**src/rtl/connect6_pkg.sv**
```systemverilog
// Shared encodings for the connect6 board logic: cell values, scan directions, scanner states.
package connect6_pkg;

    localparam logic [1:0] CELL_EMPTY = 2'b00;
    localparam logic [1:0] CELL_BLACK = 2'b01;
    localparam logic [1:0] CELL_WHITE = 2'b10;
    localparam logic [1:0] CELL_BLOCK = 2'b11;

    localparam logic [1:0] DIR_H = 2'd0;  // col+
    localparam logic [1:0] DIR_V = 2'd1;  // row+
    localparam logic [1:0] DIR_D = 2'd2;  // row+, col+
    localparam logic [1:0] DIR_A = 2'd3;  // row+, col-

    typedef enum logic [2:0] {
        ST_IDLE = 3'd0,
        ST_RD   = 3'd1,
        ST_EV   = 3'd2,
        ST_ADV  = 3'd3,
        ST_DONE = 3'd4
    } scan_state_e;

endpackage

```
**src/rtl/scan_addr_gen.sv**
```systemverilog
// Window address arithmetic: cell-k address of a window, and the next on-board window start.
module scan_addr_gen
    import connect6_pkg::*;
#(
    parameter int unsigned BOARD_N = 19,
    parameter int unsigned POS_W   = 5,
    parameter int unsigned WIN_LEN = 6,
    parameter int unsigned KW      = 3
) (
    input  logic [POS_W-1:0] i_row,
    input  logic [POS_W-1:0] i_col,
    input  logic [1:0]       i_dir,
    input  logic [KW-1:0]    i_k,
    output logic [POS_W-1:0] o_cell_row_c,
    output logic [POS_W-1:0] o_cell_col_c,
    input  logic [POS_W-1:0] i_cur_row,
    input  logic [POS_W-1:0] i_cur_col,
    input  logic [1:0]       i_cur_dir,
    output logic [POS_W-1:0] o_nxt_row_c,
    output logic [POS_W-1:0] o_nxt_col_c,
    output logic [1:0]       o_nxt_dir_c,
    output logic             o_last_c
);

    localparam logic [POS_W-1:0] LAST_P = POS_W'(BOARD_N - 1);
    localparam logic [POS_W-1:0] SPAN_P = POS_W'(BOARD_N - WIN_LEN);
    localparam logic [POS_W-1:0] WM1_P  = POS_W'(WIN_LEN - 1);
    localparam logic [POS_W-1:0] ONE_P  = POS_W'(1);

    // Bounds of the on-board start region for each direction.
    function automatic logic [POS_W-1:0] row_max(input logic [1:0] dir);
        return (dir == DIR_H) ? LAST_P : SPAN_P;
    endfunction

    function automatic logic [POS_W-1:0] col_min(input logic [1:0] dir);
        return (dir == DIR_A) ? WM1_P : '0;
    endfunction

    function automatic logic [POS_W-1:0] col_max(input logic [1:0] dir);
        return ((dir == DIR_V) || (dir == DIR_A)) ? LAST_P : SPAN_P;
    endfunction

    logic [POS_W-1:0] kp;

    always_comb begin
        kp           = POS_W'(i_k);
        o_cell_row_c = i_row;
        o_cell_col_c = i_col;
        case (i_dir)
            DIR_H: o_cell_col_c = i_col + kp;
            DIR_V: o_cell_row_c = i_row + kp;
            DIR_D: begin
                o_cell_row_c = i_row + kp;
                o_cell_col_c = i_col + kp;
            end
            default: begin
                o_cell_row_c = i_row + kp;
                o_cell_col_c = i_col - kp;
            end
        endcase
    end

    // Row-major within a direction, then on to the next direction.
    always_comb begin
        o_nxt_row_c = i_cur_row;
        o_nxt_col_c = i_cur_col;
        o_nxt_dir_c = i_cur_dir;
        o_last_c    = 1'b0;
        if (i_cur_col != col_max(i_cur_dir)) begin
            o_nxt_col_c = i_cur_col + ONE_P;
        end else if (i_cur_row != row_max(i_cur_dir)) begin
            o_nxt_row_c = i_cur_row + ONE_P;
            o_nxt_col_c = col_min(i_cur_dir);
        end else if (i_cur_dir != DIR_A) begin
            o_nxt_dir_c = i_cur_dir + 2'd1;
            o_nxt_row_c = '0;
            o_nxt_col_c = col_min(i_cur_dir + 2'd1);
        end else begin
            o_last_c = 1'b1;
        end
    end

endmodule

```
**src/rtl/line_scanner.sv**
```systemverilog
// Scans every WIN_LEN window of the shadow board in four directions for windows holding
// only the requested colour plus empties, and reports the empties of the first such window.
module line_scanner
    import connect6_pkg::*;
#(
    parameter  int unsigned BOARD_N = 19,
    parameter  int unsigned POS_W   = 5,
    parameter  int unsigned WIN_LEN = 6,
    parameter  int unsigned CNT_W   = 16,
    localparam int unsigned KW      = $clog2(WIN_LEN + 1)
) (
    input  logic             i_clk,
    input  logic             i_rst,
    input  logic             i_start,
    input  logic [1:0]       i_colour,
    input  logic [KW-1:0]    i_need,
    input  logic             i_mode,
    input  logic             i_abort,
    output logic [POS_W-1:0] o_sb_rd_row,
    output logic [POS_W-1:0] o_sb_rd_col,
    input  logic [1:0]       i_sb_rd_data,
    output logic             o_busy,
    output logic             o_done,
    output logic             o_found,
    output logic [POS_W-1:0] o_row1,
    output logic [POS_W-1:0] o_col1,
    output logic [POS_W-1:0] o_row2,
    output logic [POS_W-1:0] o_col2,
    output logic [KW-1:0]    o_empty_cnt,
    output logic [CNT_W-1:0] o_win_cnt
);

    localparam logic [KW-1:0]    K_LAST = KW'(WIN_LEN - 1);
    localparam logic [KW-1:0]    ONE_K  = KW'(1);
    localparam logic [CNT_W-1:0] ONE_C  = CNT_W'(1);

    scan_state_e state_q, state_d;

    logic [1:0]       colour_q, colour_d;
    logic [KW-1:0]    need_q, need_d;
    logic             mode_q, mode_d;
    logic [POS_W-1:0] row_q, row_d, col_q, col_d;
    logic [1:0]       dir_q, dir_d;
    logic [KW-1:0]    k_q, k_d, own_q, own_d, emp_q, emp_d;
    logic             bad_q, bad_d;
    logic [POS_W-1:0] s1_row_q, s1_row_d, s1_col_q, s1_col_d;
    logic [POS_W-1:0] s2_row_q, s2_row_d, s2_col_q, s2_col_d;
    logic [POS_W-1:0] addr_row_q, addr_row_d, addr_col_q, addr_col_d;
    logic             busy_q, busy_d, done_q, done_d, found_q, found_d;
    logic [POS_W-1:0] row1_q, row1_d, col1_q, col1_d, row2_q, row2_d, col2_q, col2_d;
    logic [KW-1:0]    ecnt_q, ecnt_d;
    logic [CNT_W-1:0] win_q, win_d;

    logic [POS_W-1:0] cell_row_c, cell_col_c, nxt_row_c, nxt_col_c;
    logic [1:0]       nxt_dir_c;
    logic             last_c;
    logic             colour_ok_c, cell_own_c, cell_empty_c, cell_bad_c, qualify_c, clear_c;

    scan_addr_gen #(
        .BOARD_N (BOARD_N),
        .POS_W   (POS_W),
        .WIN_LEN (WIN_LEN),
        .KW      (KW)
    ) u_addr (
        .i_row        (row_d),
        .i_col        (col_d),
        .i_dir        (dir_d),
        .i_k          (k_d),
        .o_cell_row_c (cell_row_c),
        .o_cell_col_c (cell_col_c),
        .i_cur_row    (row_q),
        .i_cur_col    (col_q),
        .i_cur_dir    (dir_q),
        .o_nxt_row_c  (nxt_row_c),
        .o_nxt_col_c  (nxt_col_c),
        .o_nxt_dir_c  (nxt_dir_c),
        .o_last_c     (last_c)
    );

    assign colour_ok_c  = (i_colour == CELL_BLACK) || (i_colour == CELL_WHITE);
    assign cell_empty_c = (i_sb_rd_data == CELL_EMPTY);
    assign cell_own_c   = (i_sb_rd_data == colour_q);
    assign cell_bad_c   = !cell_empty_c && !cell_own_c;
    assign qualify_c    = !bad_q && (own_q >= need_q);
    assign clear_c      = ((state_q == ST_IDLE) && i_start) || i_abort;

    always_ff @(posedge i_clk or negedge i_rst) begin
        if (!i_rst) state_q <= ST_IDLE;
        else        state_q <= state_d;
    end

    always_comb begin
        state_d = state_q;
        case (state_q)
            ST_IDLE: if (i_start) state_d = colour_ok_c ? ST_RD : ST_DONE;
            ST_RD:   state_d = ST_EV;
            ST_EV:   state_d = (cell_bad_c || (k_q == K_LAST)) ? ST_ADV : ST_RD;
            ST_ADV:  state_d = ((qualify_c && !mode_q) || last_c) ? ST_DONE : ST_RD;
            ST_DONE: state_d = ST_IDLE;
            default: state_d = ST_IDLE;
        endcase
        if (i_abort) state_d = ST_IDLE;
    end

    always_comb begin
        colour_d = colour_q;
        need_d   = need_q;
        mode_d   = mode_q;
        row_d    = row_q;
        col_d    = col_q;
        dir_d    = dir_q;
        k_d      = k_q;
        own_d    = own_q;
        emp_d    = emp_q;
        bad_d    = bad_q;
        s1_row_d = s1_row_q;
        s1_col_d = s1_col_q;
        s2_row_d = s2_row_q;
        s2_col_d = s2_col_q;
        found_d  = found_q;
        row1_d   = row1_q;
        col1_d   = col1_q;
        row2_d   = row2_q;
        col2_d   = col2_q;
        ecnt_d   = ecnt_q;
        win_d    = win_q;
        case (state_q)
            ST_IDLE: if (i_start) begin
                colour_d = i_colour;
                need_d   = i_need;
                mode_d   = i_mode;
            end
            ST_EV: begin
                k_d = k_q + ONE_K;
                if (cell_bad_c) begin
                    bad_d = 1'b1;
                end else if (cell_own_c) begin
                    own_d = own_q + ONE_K;
                end else begin
                    emp_d = emp_q + ONE_K;
                    if (emp_q == '0) begin
                        s1_row_d = addr_row_q;
                        s1_col_d = addr_col_q;
                    end else if (emp_q == ONE_K) begin
                        s2_row_d = addr_row_q;
                        s2_col_d = addr_col_q;
                    end
                end
            end
            ST_ADV: begin
                if (qualify_c) begin
                    if (win_q != '1) win_d = win_q + ONE_C;
                    if (!found_q) begin
                        found_d = 1'b1;
                        row1_d  = s1_row_q;
                        col1_d  = s1_col_q;
                        row2_d  = s2_row_q;
                        col2_d  = s2_col_q;
                        ecnt_d  = emp_q;
                    end
                end
                row_d    = nxt_row_c;
                col_d    = nxt_col_c;
                dir_d    = nxt_dir_c;
                k_d      = '0;
                own_d    = '0;
                emp_d    = '0;
                bad_d    = 1'b0;
                s1_row_d = '0;
                s1_col_d = '0;
                s2_row_d = '0;
                s2_col_d = '0;
            end
            default: ;
        endcase
        // Fresh scan or abandoned scan: wipe results and rewind to the first window.
        if (clear_c) begin
            row_d    = '0;
            col_d    = '0;
            dir_d    = DIR_H;
            k_d      = '0;
            own_d    = '0;
            emp_d    = '0;
            bad_d    = 1'b0;
            s1_row_d = '0;
            s1_col_d = '0;
            s2_row_d = '0;
            s2_col_d = '0;
            found_d  = 1'b0;
            row1_d   = '0;
            col1_d   = '0;
            row2_d   = '0;
            col2_d   = '0;
            ecnt_d   = '0;
            win_d    = '0;
        end
        busy_d = (state_d == ST_RD) || (state_d == ST_EV) || (state_d == ST_ADV);
        done_d = (state_d == ST_DONE);
    end

    // Read address is registered, so it is computed from the window the FSM is about to read.
    always_comb begin
        addr_row_d = addr_row_q;
        addr_col_d = addr_col_q;
        if (state_d == ST_RD) begin
            addr_row_d = cell_row_c;
            addr_col_d = cell_col_c;
        end
    end

    always_ff @(posedge i_clk or negedge i_rst) begin
        if (!i_rst) begin
            colour_q   <= CELL_EMPTY;
            need_q     <= '0;
            mode_q     <= 1'b0;
            row_q      <= '0;
            col_q      <= '0;
            dir_q      <= DIR_H;
            k_q        <= '0;
            own_q      <= '0;
            emp_q      <= '0;
            bad_q      <= 1'b0;
            s1_row_q   <= '0;
            s1_col_q   <= '0;
            s2_row_q   <= '0;
            s2_col_q   <= '0;
            addr_row_q <= '0;
            addr_col_q <= '0;
            busy_q     <= 1'b0;
            done_q     <= 1'b0;
            found_q    <= 1'b0;
            row1_q     <= '0;
            col1_q     <= '0;
            row2_q     <= '0;
            col2_q     <= '0;
            ecnt_q     <= '0;
            win_q      <= '0;
        end else begin
            colour_q   <= colour_d;
            need_q     <= need_d;
            mode_q     <= mode_d;
            row_q      <= row_d;
            col_q      <= col_d;
            dir_q      <= dir_d;
            k_q        <= k_d;
            own_q      <= own_d;
            emp_q      <= emp_d;
            bad_q      <= bad_d;
            s1_row_q   <= s1_row_d;
            s1_col_q   <= s1_col_d;
            s2_row_q   <= s2_row_d;
            s2_col_q   <= s2_col_d;
            addr_row_q <= addr_row_d;
            addr_col_q <= addr_col_d;
            busy_q     <= busy_d;
            done_q     <= done_d;
            found_q    <= found_d;
            row1_q     <= row1_d;
            col1_q     <= col1_d;
            row2_q     <= row2_d;
            col2_q     <= col2_d;
            ecnt_q     <= ecnt_d;
            win_q      <= win_d;
        end
    end

    assign o_sb_rd_row = addr_row_q;
    assign o_sb_rd_col = addr_col_q;
    assign o_busy      = busy_q;
    assign o_done      = done_q;
    assign o_found     = found_q;
    assign o_row1      = row1_q;
    assign o_col1      = col1_q;
    assign o_row2      = row2_q;
    assign o_col2      = col2_q;
    assign o_empty_cnt = ecnt_q;
    assign o_win_cnt   = win_q;

endmodule

```
**config.mk**
```make
export PLATFORM = sky130hd
export DESIGN_NAME = line_scanner
export DESIGN_NICKNAME = d
export VERILOG_FILES = /design/src/rtl/connect6_pkg.sv /design/src/rtl/scan_addr_gen.sv /design/src/rtl/line_scanner.sv
export SDC_FILE = /design/constraint.sdc
export NUM_CORES = 1
export LEC_CHECK = 0
export BUFFER_PORTS_ARGS = -buffer_cell sky130_fd_sc_hd__buf_2
export CAP_MARGIN = 20
export CORE_MARGIN = 5
export CORE_UTILIZATION = 25
export DETAILED_ROUTE_END_ITERATION = 16
export PLACE_DENSITY = 0.48
export SYNTH_ARGS = -nofsm -noshare
export SYNTH_HDL_FRONTEND = slang
export SYNTH_SLANG_ARGS = --single-unit
export TNS_END_PERCENT = 30
```
**constraint.sdc**
```tcl
create_clock -name i_clk -period 10.1 [get_ports i_clk]
set_input_delay 2.02 -clock i_clk [delete_from_list [all_inputs] [get_ports i_clk]]
set_output_delay 2.02 -clock i_clk [all_outputs]
set_load 0.02 [all_outputs]
```
# Word-level counts from Yosys, hierarchy flattened
# Cells that the tools add are included.
# op_classes
n_lt_le_gt_ge	1
n_eq_ne	29
addsub	10
mux	92
reduce_logical	34
# ops
operator	count
2-to-1 mux 5 bit	47
2-to-1 mux 16 bit	4
2-to-1 mux 3 bit	17
case mux 5 bit (2 select lines)	5
inequality test 3 bit (second input constant)	7
case mux 3 bit (2 select lines)	3
adder 16 x 1 -> 16 bit (second input constant)	1
inequality test 16 bit (second input constant)	1
== test 3 x 2 -> 1 bit (second input constant)	4
2-to-1 mux 2 bit	6
case mux 3 bit (4 select lines)	1
AND reduction 3 bit	4
adder 5 x 1 -> 5 bit (second input constant)	2
adder 5 x 3 -> 5 bit	2
inequality test 5 bit	2
adder 3 x 1 -> 3 bit (second input constant)	3
== test 3 x 1 -> 1 bit (second input constant)	3
== test 2 bit (second input constant)	4
2-to-1 mux 1 bit	8
logical OR 1 bit	7
== test 2 x 1 -> 1 bit (second input constant)	3
== test 3 bit (second input constant)	2
zero test 2 bit	3
zero test 3 bit	2
other kinds (15)	25
# word_totals
wordCells	192
input_bits	12
output_inout_bits	52
regBits	103

# Logic depth before layout (Yosys ltp)
# logic_depth
depth_word	12
depth_mapped	19
ltp_nobuf	18

# Hierarchy
# Synthesis repeated with hierarchy kept, for this count alone.
# unflattened
cells_unflattened	582
area_unflattened_um2	5577.8
# modules_own_cells
module	seq_area_each_um2	area_per_inst_um2	n_inst	cells_per_inst
line_scanner	2577.5	4774.6	1	467
scan_addr_gen	0.0	803.3	1	115

# Least setup slack after synthesis
# No wires, ideal clock.
# synth_timing
path_type	input port to flip-flop
startpoint	input i_start
endpoint	register addr_col_q[4] (netlist: o_sb_rd_col[4])
t_arrival_ns	4.940
path_buffers	2
path_slack_ns	5.076
setup_ns	0.084
stages	18
cell_sequence	or4b_1 > nand2b_1 > buf_2 > buf_2 > nor2_1 > inv_1 > ha_1 > ha_1 > nand2_1 > o21ai_0 > ha_1 > nand2b_1 > o2bb2ai_1 > nand3b_1 > o41ai_1 > a211oi_1 > xor2_1 > o21ai_0
# synth_via
elab_cells_between_ends	16
cone_classes	2 x add/sub; 3 x eq/ne; 7 x mux; 4 x reduce/logical
# synth_rtl
element	line	rtl
from (decl)	line_scanner.sv:14	input logic i_start,
logical AND 1 bit *	line_scanner.sv:85	assign clear_c = ((state_q == ST_IDLE) && i_start) || i_abort;
logical OR 1 bit *	line_scanner.sv:85	
2-to-1 mux 3 bit *	line_scanner.sv:177	if (clear_c) begin
via k_d[1]	line_scanner.sv:44	logic [KW-1:0] k_q, k_d, own_q, own_d, emp_q, emp_d;
subtractor 5 x 3 -> 5 bit / adder 5 x 3 -> 5 bit (equally long branches)	scan_addr_gen.sv:58, scan_addr_gen.sv:50, scan_addr_gen.sv:54	
case mux 5 bit (2 select lines) *	scan_addr_gen.sv:49	case (i_dir)
to (signal assigned)	line_scanner.sv:254	addr_col_q <= addr_col_d;
to (decl)	line_scanner.sv:48	logic [POS_W-1:0] addr_row_q, addr_row_d, addr_col_q, addr_col_d;
# Mark *: on every way through the listed nets, which the timed path passes. The rest lies on a longest branch.
# A chain may end at the register's enable or synchronous reset.

# Worst setup path in the final report
# Same ends and word-level chain as after synthesis.

==> reports/qor.yml <==
endpoint_kind: "flop"
die_area_um2: 24300
synth_edf_count: 0
worstPathArrival_ns: 5.49
crit_buf_inv: 3
via_per_inst: 4.70
setup_ws_ns: 4.88
path_delay_family: "simple AND/OR/NAND/NOR gates"
rows: 53
synth.avg_cell_area_um2: 10.5
hp-class: "reg -> reg"
ys.flop_type: "dfrtp_1"
maxSlewHeadroom_pct: 33.7
ys_ff_latch: 103
status: "finished clean"
io_buffer_count: 63
whs_ns: 0.487
reg2regPathDepth: 13
setup_viol: 0
cellPowerDensity_nw_per_um2: 143
grt_pass1_vias: 4018
drc: 0
path_class: "in -> reg"
design_area_um2: 6260
place_area_um2: 5940
cap_violations: 0
p_leak_nw: 2.97
final_common_cell: "dfrtp_1"
skew_ns: 0.00920
clockBufferDepth: 2
fin_nets: 600
ant_nets: 0
critical_path.max_stage_delay_ns: 0.78
htree_levels: 3
cts_hold_buf: 0
critPathLaunchType: "input port"
ys_types: 66
synthCells: 506
fillers: 2150
ys_seq_area_share_pct: 48.4
grt_overflow: 0
min_from: "s1_col_q[0]"
crit_chain: "buf_2, nor4b_2, nor2_1, buf_4, nand2_1, nor2_1, inv_1, ha_1, nand2_1, o21ai_0, ha_1, nand2b_1, o2bb2ai_1, nand3b_1, o41ai_1, a211oi_1, xor2_1, o21ai_0"
drt-total-wl_um: 13400
pre_cts_ws_ns: 4.49
grt_first_pass_wirelength_um: 22100
setup_tns_ns: 0
rsz0062_at_grt: "no"
drive_above_1_share_pct: 22.6
cts_setup_buffers: 0
fp.coreArea_um2: 21000
via_count: 3970
worst_ep_required_time_ns: 10.37
synth_nets: 541
timing.final.max_slew_violations: 0
worst_skew_pair.late_latency_ns: 0.36
reg2reg_to: "o_sb_rd_col[4]"
die_w_um: 156
clk_pin_slew_ns: 0.08
tritoncts: "done"
antenna_found_initial: 1
grt_max_degree: 79
final.period_utilization_pct: 51.7
multi_input_area_um2: 2580
async_flop_share_pct: 100
start_util_pct: 25.3
r2r_slack_ns: 5.81
min_to: "o_col1[0]"
path_max_fanout: 21
gr-usage-all-layers_pct: 11.3
hold_path_depth: 1
globalplace.congestion: 0.794
area_delta_synth_final_pct: 17.5
regArea_um2: 2580
avgRoutedWirePerCell_um: 15.9
clock.fmax_ghz: 0.192
mostFrequentLayoutCells: "103 x dfrtp_1, 62 x buf_2, 48 x nor2_1"
clock-sinks: 103
finalHoldViolations: 0
dr.pass1.iters: 5
cts.repair.resized: 0
n_antenna_cell: 0
reg2reg_from: "dir_q[0]"
numCtsBuffers: 9
ys.warnings.count: 0
layout_min_cycle_time_ns: 5.22
cts-root-buf: "clkbuf_16"
critical_path.slowest_cell: "nor4b_2"
dp.final_hpwl_um: 10100
syn-cell-area_um2: 5320
die_y_um: 156
drtIter0Drc: 178
io_pins: 64
ir_drop_mv: 0.0599
tightest_slew_ns: 0.991
==> logic make-up (layout without fill, tap and decap cells) <==
| family | Yosys count | in the layout | share of synthesized area [%] |
|---|---|---|---|
| adder cells (fa/ha/maj) | 23 | 23 | 5.69 |
| XOR/XNOR | 24 | 24 | 3.95 |
| flip-flops | 103 | 103 | 48.4 |
| AND/OR/NAND/NOR | 170 | 170 | 17.1 |
| multiplexers | 32 | 32 | 6.68 |
| buffers and inverters | 44 | 108 | 3.29 |
| AO/OA/AOI/OAI | 110 | 110 | 14.8 |
==> power by group <==
group	internal, W	switching (W)
Combinational	0.0000340	0.0000659
Sequential	0.000430	0.0000145
Clock	0.000176	0.000176
Total	0.000640	0.000257
==> area by class of cell <==
type                            count  share of cell area, %
Clock inverter                      7                   1.20
Multi-Input combinational cell    359                   41.2
Tap cell                          275                   5.50
Inverter                           24                   1.44
Timing Repair Buffer               68                   5.88
Clock buffer                        9                   3.60
Sequential cell                   103                   41.2
==> cell usage after synthesis (all sizes together), types with 10 or more instances <==
cell | n | area, um2
a22o | 24 | 210
mux2 | 25 | 285
xor2 | 15 | 131
inv | 24 | 90.1
nand2 | 31 | 116
a21oi | 23 | 123
ha | 21 | 263
nor3 | 16 | 90.1
and3 | 15 | 93.8
dfrtp | 103 | 2580
nor2 | 49 | 191
o21ai | 25 | 136
clkbuf | 10 | 37.5
buf | 10 | 47.6
nand3 | 12 | 60.1
==> state kept, by name (all words and copies together), names as in the netlist, 2 cells and up <==
signal / count
o_win_cnt: 16
col_q: 5
o_col1: 5
o_col2: 5
o_row1: 5
o_row2: 5
o_sb_rd_col: 5
o_sb_rd_row: 5
row_q: 5
s1_col_q: 5
s1_row_q: 5
s2_col_q: 5
s2_row_q: 5
emp_q: 3
k_q: 3
need_q: 3
o_empty_cnt: 3
own_q: 3
state_q: 3
colour_q: 2
dir_q: 2
==> how the worst max path moves through the flow <==
| stage | to | from | depth (start not counted) |
|---|---|---|---|
| after global placement | o_sb_rd_col[4] | i_start | 18 |
| after global routing | o_sb_rd_col[4] | i_start | 18 |
| final | o_sb_rd_col[4] | i_start | 18 |
| after detailed placement | o_sb_rd_col[4] | i_start | 18 |
| after floorplan | o_sb_rd_col[4] | i_start | 18 |
| after CTS | o_sb_rd_col[4] | i_start | 18 |
==> layer usage <==
layer | GRT usage [%] | routed length, um
met3 | 2.47 | 758
met2 | 18.3 | 6400
met4 | 4.38 | 212
met1 | 14.9 | 6070
met5 | 0 | 7
==> through the flow <==
stage / utilization, % / cells / total power, W
2_1_floorplan: - / 506 / 0.000511
3_3_place_gp: 28.2 / 828 / 0.000552
3_5_place_dp: 28.2 / 828 / 0.000555
4_1_cts: 29.7 / 844 / 0.000909
5_1_grt: 29.8 / 845 / 0.000941
6_report: 29.8 / 845 / 0.000896
Power figures use the tool's default switching activity.
